**src/rtl/ristretto_imem_fetch_ctrl.sv**
```systemverilog
// Ristretto IF-stage fetch controller: drives the imem req/rdy/rvalid handshake,
// owns the PC, and meters pushes into the prefetch buffer with a credit counter.
module ristretto_imem_fetch_ctrl #(
    parameter int unsigned DEPTH     = 4,
    parameter logic [31:0] BOOT_ADDR = 32'h0000_0000
) (
    input  logic        clk_i,
    input  logic        rst_i,
    input  logic        fetch_en_i,
    input  logic        redirect_i,
    input  logic [31:0] redirect_addr_i,
    output logic        imem_req_o,
    output logic [31:0] imem_addr_o,
    input  logic        imem_rdy_i,
    input  logic        imem_rvalid_i,
    input  logic [31:0] imem_rdata_i,
    output logic        pf_push_o,
    output logic [31:0] pf_data_o,
    output logic [31:0] pf_addr_o,
    input  logic        pf_pop_i,
    output logic        pf_flush_o,
    output logic        busy_o
);

    localparam int unsigned CW = $clog2(DEPTH + 1);
    localparam logic [1:0] S_IDLE = 2'b00;
    localparam logic [1:0] S_WRDY = 2'b01;
    localparam logic [1:0] S_WVLD = 2'b10;
    localparam logic [CW-1:0] CRED_MAX = CW'(DEPTH);
    localparam logic [31:0] BOOT_PC = {BOOT_ADDR[31:2], 2'b00};

    if (!(DEPTH == 4 || DEPTH == 8 || DEPTH == 16 || DEPTH == 32)) begin : g_depth_chk
        $error("ristretto_imem_fetch_ctrl: DEPTH must be 4, 8, 16 or 32");
    end

    logic [1:0]    state_q, state_d;
    logic [31:0]   pc_q, pc_d;
    logic [31:0]   addr_q, addr_d;
    logic [CW-1:0] cred_q, cred_d;
    logic          kill_q, kill_d;
    logic          push_q, push_d;
    logic [31:0]   pdata_q, pdata_d;
    logic [31:0]   paddr_q, paddr_d;
    logic          flush_q, flush_d;

    logic        issue, rsp, accept, take, pop_ok;
    logic [31:0] pc_adv;

    always_comb begin
        issue   = fetch_en_i && (cred_q != '0) && !redirect_i;
        rsp     = (state_q == S_WVLD) && imem_rvalid_i;
        accept  = rsp && !kill_q && !redirect_i;
        pc_adv  = accept ? pc_q + 32'd4 : pc_q;
        take    = 1'b0;
        state_d = state_q;

        case (state_q)
            S_IDLE: if (issue) begin
                state_d = S_WRDY;
                take    = 1'b1;
            end
            S_WRDY: if (imem_rdy_i) state_d = S_WVLD;
            S_WVLD: if (imem_rvalid_i) begin
                state_d = issue ? S_WRDY : S_IDLE;
                take    = issue;
            end
            default: state_d = S_IDLE;
        endcase

        // A flush refills every credit, so a same-cycle pop has nothing left to return.
        pop_ok = pf_pop_i && !redirect_i && (cred_q != CRED_MAX);
        cred_d = redirect_i ? CRED_MAX : cred_q + CW'(pop_ok) - CW'(take);

        pc_d   = redirect_i ? (redirect_addr_i & 32'hFFFF_FFFC) : pc_adv;
        // The request address is latched at issue so a redirect cannot move a pending request.
        addr_d = take ? pc_adv : addr_q;

        // A redirect that coincides with the response has nothing left in flight to kill.
        kill_d = kill_q;
        if (state_q != S_WRDY && state_q != S_WVLD)
            kill_d = 1'b0;
        else if (redirect_i && (state_q == S_WRDY || !imem_rvalid_i))
            kill_d = 1'b1;
        else if (rsp)
            kill_d = 1'b0;

        push_d  = accept;
        pdata_d = accept ? imem_rdata_i : pdata_q;
        paddr_d = accept ? pc_q : paddr_q;
        flush_d = redirect_i;
    end

    always_ff @(posedge clk_i) begin
        if (rst_i) begin
            state_q <= S_IDLE;
            pc_q    <= BOOT_PC;
            addr_q  <= BOOT_PC;
            cred_q  <= CRED_MAX;
            kill_q  <= 1'b0;
            push_q  <= 1'b0;
            pdata_q <= '0;
            paddr_q <= '0;
            flush_q <= 1'b0;
        end else begin
            state_q <= state_d;
            pc_q    <= pc_d;
            addr_q  <= addr_d;
            cred_q  <= cred_d;
            kill_q  <= kill_d;
            push_q  <= push_d;
            pdata_q <= pdata_d;
            paddr_q <= paddr_d;
            flush_q <= flush_d;
        end
    end

    assign imem_req_o  = (state_q == S_WRDY);
    assign imem_addr_o = addr_q;
    assign busy_o      = (state_q != S_IDLE);
    assign pf_push_o   = push_q;
    assign pf_data_o   = pdata_q;
    assign pf_addr_o   = paddr_q;
    assign pf_flush_o  = flush_q;

endmodule

```
**config.mk**
```make
export PLATFORM = sky130hd
export DESIGN_NAME = ristretto_imem_fetch_ctrl
export DESIGN_NICKNAME = d
export VERILOG_FILES = /design/src/rtl/ristretto_imem_fetch_ctrl.sv
export SDC_FILE = /design/constraint.sdc
export NUM_CORES = 1
export LEC_CHECK = 0
export ABC_AREA = 0
export CORE_MARGIN = 2
export CORE_UTILIZATION = 45
export DETAILED_ROUTE_END_ITERATION = 7
export PLACE_DENSITY = 0.84
export SETUP_SLACK_MARGIN = 0.5
export SYNTH_ARGS = -nofsm -noshare
export SYNTH_HDL_FRONTEND = slang
export SYNTH_SLANG_ARGS = --single-unit
export TNS_END_PERCENT = 100
```
**constraint.sdc**
```tcl
create_clock -name clk_i -period 4.2 [get_ports clk_i]
set_input_delay 0.84 -clock clk_i [delete_from_list [all_inputs] [get_ports clk_i]]
set_output_delay 0.84 -clock clk_i [all_outputs]
set_load 0.02 [all_outputs]
```
==> impl_metrics.env, run 1 <==
export IMPL_outcome="finished, final reports clean"
export IMPL_synth_seq_area_share=0.498
export IMPL_vdd_drop_max_mv=0.197
export IMPL_overflow=0
export IMPL_fmax_mhz=323
export IMPL_p_leak_nw=2.61
export IMPL_slew_headroom=0.356
export IMPL_die_area_sq_um=12500
export IMPL_skew_ns=0.00941
export IMPL_cts_tree="built"
export IMPL_hold_violations=0
export IMPL_syn_inst=623
export IMPL_gp_congestion=0.775
export IMPL_grt_pass1_wl_um=22300
export IMPL_grt_max_degree=97
export IMPL_die_h_um=112
export IMPL_critPathLaunchType="input port"
export IMPL_rows=39
export IMPL_nets=848
export IMPL_postLayoutCoreUtil=0.660
export IMPL_io_pins=171
export IMPL_hold_buffers=0
export IMPL_end_kind="register"
export IMPL_slew_violations=0
export IMPL_vias=4792
export IMPL_timing_worst_setup_path_type="input port to register"
export IMPL_wire_per_inst_um=14.8
export IMPL_ys_flop_type="dfxtp_1"
export IMPL_cts_root_buf="clkbuf_16"
export IMPL_netlist_area_sq_um=5230
export IMPL_post_place_cells=893
export IMPL_slowest_delay_ns=0.43
export IMPL_clk_latency_ns=0.40
export IMPL_cp_cell_sequence="clkdlybuf4s50_1 > inv_2 > o311ai_0 > a21oi_4 > ha_1 > inv_1 > ha_1 > inv_1 > fa_1 > xnor2_1 > xnor2_1 > or3_1"
export IMPL_drive_gt1_frac=0.0602
export IMPL_setup_violations=0
export IMPL_power_density_nw_per_um2=410
export IMPL_drt_drc_violations_left=0
export IMPL_hpwl_um=9520
export IMPL_yosysUniqueCellTypes=38
export IMPL_port_buffers=164
export IMPL_via_per_inst=5.19
export IMPL_grt_pass1_vias=4687
export IMPL_cts_setup_buffers=0
export IMPL_synthArstFlopShare=0
export IMPL_hold_class="register to register"
export IMPL_start_util=0.460
export IMPL_arrival_ns=3.37
export IMPL_gr_usage_all_layers=0.218
export IMPL_instances_no_fill=924
export IMPL_rsz0062_at_grt="no"
export IMPL_antenna_found_initial=0
export IMPL_crit_path_top_delay_cell="clkdlybuf4s50_1"
export IMPL_drt_pass1_iter_count=4
export IMPL_synthTopCellsByArea="dfxtp_1 (50%), nand2_1 (10%), a211oi_1 (7.5%)"
export IMPL_worst_slew_pin_slew_ns=0.967
export IMPL_critPathMaxFanout=3
export IMPL_drtIter0Drc=232
export IMPL_ant_nets=0
export IMPL_die_w_um=112
export IMPL_synth_top_area_frac=0.498
export IMPL_fp_coreArea_sq_um=11400
export IMPL_avgSynthCellArea_sq_um=8.39
export IMPL_tns_ns=0
export IMPL_synth_top_area_cell="dfxtp_1"
export IMPL_finish_instance_area_sq_um=7500
export IMPL_total_power_mw=3.08
export IMPL_clk_pin_slew_ns=0.05
export IMPL_area_growth_pct=43.5
export IMPL_ctsHtreeMaxLevel=4
export IMPL_synth_enable_flop_cells=0
export IMPL_fin_crit_sh=0.737
export IMPL_cts_resized=0
export IMPL_required_ns=4.47
export IMPL_antenna_cells=0
export IMPL_drv_cap=0
export IMPL_yosys_warnings=0
export IMPL_dpl_instance_area_sq_um=6930
export IMPL_drt_wl_total_um=13700
export IMPL_cts_path_max_buffers=2
export IMPL_cts_buffers=17
export IMPL_clock_sinks=130
export IMPL_min_period_ns=3.10
export IMPL_synth_seq_cells=130
==> layout make-up <==
type | count | area, sq um
Fill cell | 927 | 3870
Sequential cell | 130 | 2600
Multi-Input combinational cell | 436 | 2400
Timing Repair Buffer | 172 | 1700
Clock buffer | 22 | 464
Tap cell | 143 | 179
Clock inverter | 9 | 108
Inverter | 12 | 45.0
==> path summary, 6_finish.rpt <==
check	start	endpoint	slack, ns	cells past startpoint
max	redirect_i	cred_q[2]	1.10	12
min	pf_data_o[1]	pf_data_o[1]	0.45	2
max reg2reg	cred_q[1]	cred_q[2]	1.27	10
min reg2reg	pf_data_o[1]	pf_data_o[1]	0.45	2
==> worst max-delay path, delay by kind of cell <==
family                   cells  cell delay (ns)
adder cells (fa/ha/maj)      3             0.77
buffers and inverters        4             0.64
AO/OA/AOI/OAI                2             0.53
AND/OR/NAND/NOR              1             0.33
XOR/XNOR                     2             0.28
==> logic make-up after synthesis <==
kind of cell    count (synthesis)  share of synthesized area
mux                             5                    0.00958
compound gates                127                      0.149
xor+xnor                       31                     0.0520
flops                         130                      0.498
simple gates                  261                      0.221
other cells                     1                   0.000718
buf+inv                        60                     0.0493
fa+ha+maj                       8                     0.0206
==> registers in the layout (all words and copies together), names as in the netlist <==
name / count
pf_addr_o: 30
cred_q: 3
imem_addr_o: 30
pf_push_o: 1
pf_flush_o: 1
pf_data_o: 32
kill_q: 1
state_q: 2
pc_q: 30
==> cells in the mapped netlist (2+ instances only) <==
cell and number:
nand2_1 143, dfxtp_1 130, a21oi_1 71, nor2_1 70
a211oi_1 52, clkbuf_1 35, xor2_1 23, nand4_1 15
inv_1 12, nand3_1 8, xnor2_1 8, ha_1 7
buf_2 5, buf_4 5, mux2i_1 5, nor3_1 4
and4_1 3, nor4_1 3, and3_1 2, buf_1 2
nand4b_1 2, nor3b_1 2
==> power breakdown <==
group	internal [mW]	total, mW	switching [mW]
Combinational	0.164	0.331	0.167
Clock	0.900	1.41	0.513
Sequential	1.29	1.33	0.0451
==> per-layer routing <==
| metal | vias to the layer above | part of all wire | routed length, um | global-route usage |
|---|---|---|---|---|
| li1 | 2402 | - | - | - |
| met4 | 0 | 0.016 | 218 | 0.0757 |
| met3 | 21 | 0.078 | 1070 | 0.0691 |
| met1 | 2203 | 0.41 | 5610 | 0.252 |
| met2 | 166 | 0.50 | 6770 | 0.381 |
| met5 | - | 0 | 0 | 0 |
==> cell usage in the layout, fill, tap and decap left out, drive strengths merged, types with 8 or more instances in the layout <==
| master | n |
|---|---|
| xor2 | 23 |
| clkdlybuf4s50 | 163 |
| xnor2 | 8 |
| nand3 | 8 |
| nand2 | 143 |
| dfxtp | 130 |
| a211oi | 52 |
| a21oi | 71 |
| nand4 | 17 |
| clkbuf | 22 |
| buf | 9 |
| inv | 12 |
| nor2 | 70 |
==> metrics by stage <==
stage | hold slack (ns) | setup slack [ns]
6_report | 0.452 | 1.10
5_1_grt | 0.471 | 0.996
4_1_cts | 0.453 | 1.12
3_5_place_dp | 0.446 | 0.704
3_3_place_gp | 0.441 | 0.817
2_1_floorplan | 0.432 | 0.974
No activity file was read; power rests on OpenSTA's default activity.
==> inputs of run 2 (changes only) <==
CORE_UTILIZATION = 41   (was 45)
PLACE_DENSITY = 0.8   (was 0.84)
clock period = 2.6 ns   (was 4.2 ns; I/O delays follow)
==> run 2 against run 1 <==
  * Power up 67%
  * Clock skew rose by 0.0080 ns
  * Combinational power up 72%
  * Global-route usage is 0.64 points lower
  * First-iteration DRC count increased by 28%
  * Sequential power up 62%
  * Clock power up 71%
  * Critical path type is now register to register
  * Critical endpoint unchanged
  * Largest cell class unchanged
  * Highest routed layer unchanged
==> impl_metrics.env, run 2 (synthesis gave the netlist of run 1 again) <==
export IMPL_outcome="finished, final reports clean"
export IMPL_tns_ns=0
export IMPL_grt_pass1_wl_um=22700
export IMPL_worst_slew_pin_slew_ns=0.910
export IMPL_clk_pin_slew_ns=0.06
export IMPL_slew_violations=0
export IMPL_critical_path_buf_inv_count=2
export IMPL_cp_cell_sequence="o311ai_4 > a21oi_4 > ha_4 > inv_2 > ha_4 > inv_2 > fa_2 > xnor2_2 > xnor2_1 > or3_1"
export IMPL_postLayoutCoreUtil=0.629
export IMPL_ant_nets=0
export IMPL_area_growth_pct=50.6
export IMPL_hold_violations=0
export IMPL_critPathLaunchType="register"
export IMPL_cts_root_buf="clkbuf_16"
export IMPL_drv_cap=0
export IMPL_drive_gt1_frac=0.111
export IMPL_cts_buffers=17
export IMPL_clk_latency_ns=0.42
export IMPL_cts_path_max_buffers=2
export IMPL_largest_reg_flops=32
export IMPL_min_period_ns=2.26
export IMPL_drt_drc_violations_left=0
export IMPL_io_pins=171
export IMPL_clock_sinks=130
export IMPL_hpwl_um=9740
export IMPL_arrival_ns=2.55
export IMPL_fp_coreArea_sq_um=12500
export IMPL_rsz0062_at_grt="yes"
export IMPL_via_per_inst=5.04
export IMPL_port_buffers=164
export IMPL_slowest_delay_ns=0.36
export IMPL_final_cell_mix="clkdlybuf4s50_1 (158), nand2_1 (142), dfxtp_1 (125)"
export IMPL_power_density_nw_per_um2=652
export IMPL_finish_instance_area_sq_um=7870
export IMPL_slew_headroom=0.393
export IMPL_crit_family="adder cells"
export IMPL_fmax_mhz=442
export IMPL_wire_per_inst_um=14.8
export IMPL_drt_wl_total_um=14400
export IMPL_ff2ff_setup_slack_ns=0.34
export IMPL_nets=866
export IMPL_vias=4905
export IMPL_fin_crit_sh=0.870
export IMPL_gp_congestion=0.794
export IMPL_gr_usage_all_layers=0.212
export IMPL_hold_buffers=0
export IMPL_overflow=0
export IMPL_grt_max_degree=91
export IMPL_critPathMaxFanout=3
export IMPL_dpl_instance_area_sq_um=7180
export IMPL_ctsHtreeMaxLevel=4
export IMPL_die_area_sq_um=13700
export IMPL_grt_pass1_vias=4791
export IMPL_antenna_found_initial=0
export IMPL_p_leak_nw=2.76
export IMPL_setup_violations=0
export IMPL_mostFrequentLayoutCell="clkdlybuf4s50_1"
export IMPL_cts_tree="built"
export IMPL_drtIter0Drc=296
export IMPL_rows=41
export IMPL_timing_worst_setup_path_type="register to register"
export IMPL_end_kind="register"
export IMPL_required_ns=2.89
export IMPL_hold_class="register to register"
export IMPL_start_util=0.418
export IMPL_drt_pass1_iter_count=7
export IMPL_die_h_um=117
export IMPL_skew_ns=0.0174
export IMPL_vdd_drop_max_mv=0.381
export IMPL_die_w_um=117
export IMPL_crit_path_top_delay_cell="fa_2"
run 2: cell count changes in the layout (fill, tap and decap cells not counted), sizes merged:
cell / delta
buf: +18
clkdlybuf4s50: -5
clkbuf: -4
dlygate4sd2: +4
clkinv: +3
bufinv: +1
clkdlybuf4s15: +1
clkinvlp: +1
diode: +1
run 2: area by class of cell:
class                      count  area, sq um
fill                        1084         4650
sequential                   130         2610
multi-input combinational    436         2500
timing repair buffer         190         1870
clock buffer                  18          439
tap                          172          215
clock inverter                14          164
inverter                      12         65.1
antenna                        1         2.50
run 2: per-stage QoR:
stage / setup WS, ns / total power [mW] / hold slack, ns / std cells
after floorplan: 0.0977 / 2.49 / 0.432 / 626
after global placement: -0.237 / 2.74 / 0.442 / 934
after detailed placement: -0.298 / 2.76 / 0.446 / 934
after CTS: 0.275 / 5.17 / 0.454 / 969
after global routing: 0.236 / 5.32 / 0.475 / 972
final: 0.337 / 5.13 / 0.452 / 973
run 2: routing by layer:
metal  GRT usage  vias to the layer above  part of all wire
li1            -                     2444                 -
met1       0.261                     2311              0.42
met2       0.343                      130              0.50
met3      0.0685                       20             0.066
met4      0.0878                        0             0.016
met5           0                        -                 0
run 2: power breakdown:
part | total (mW) | switching [mW] | internal (mW) | leakage [nW]
registers | 2.15 | 0.0772 | 2.08 | 1.06
clock network | 2.41 | 0.881 | 1.52 | 0.291
logic | 0.568 | 0.283 | 0.284 | 1.41
run 2: worst min-delay path, stage by stage (launching register included):
cell and delay (ns):
dfxtp_1 0.30, nand2_1 0.05, a21oi_1 0.05
run 2: repair_timing:
item                                    CTS  global route
buffers inserted                          3             3
hold endpoints to repair                  0             0
resized for setup                        12             8
endpoints found under the setup margin   51            34
pin swaps                                 9            11
run 2: worst paths after layout:
check	cells past startpoint	endpoint	from
worst max-delay path	10	cred_q[2]	cred_q[0]
worst min-delay path	2	pf_data_o[11]	pf_data_o[11]
worst max register to register	10	cred_q[2]	cred_q[0]
worst min register to register	2	pf_data_o[11]	pf_data_o[11]
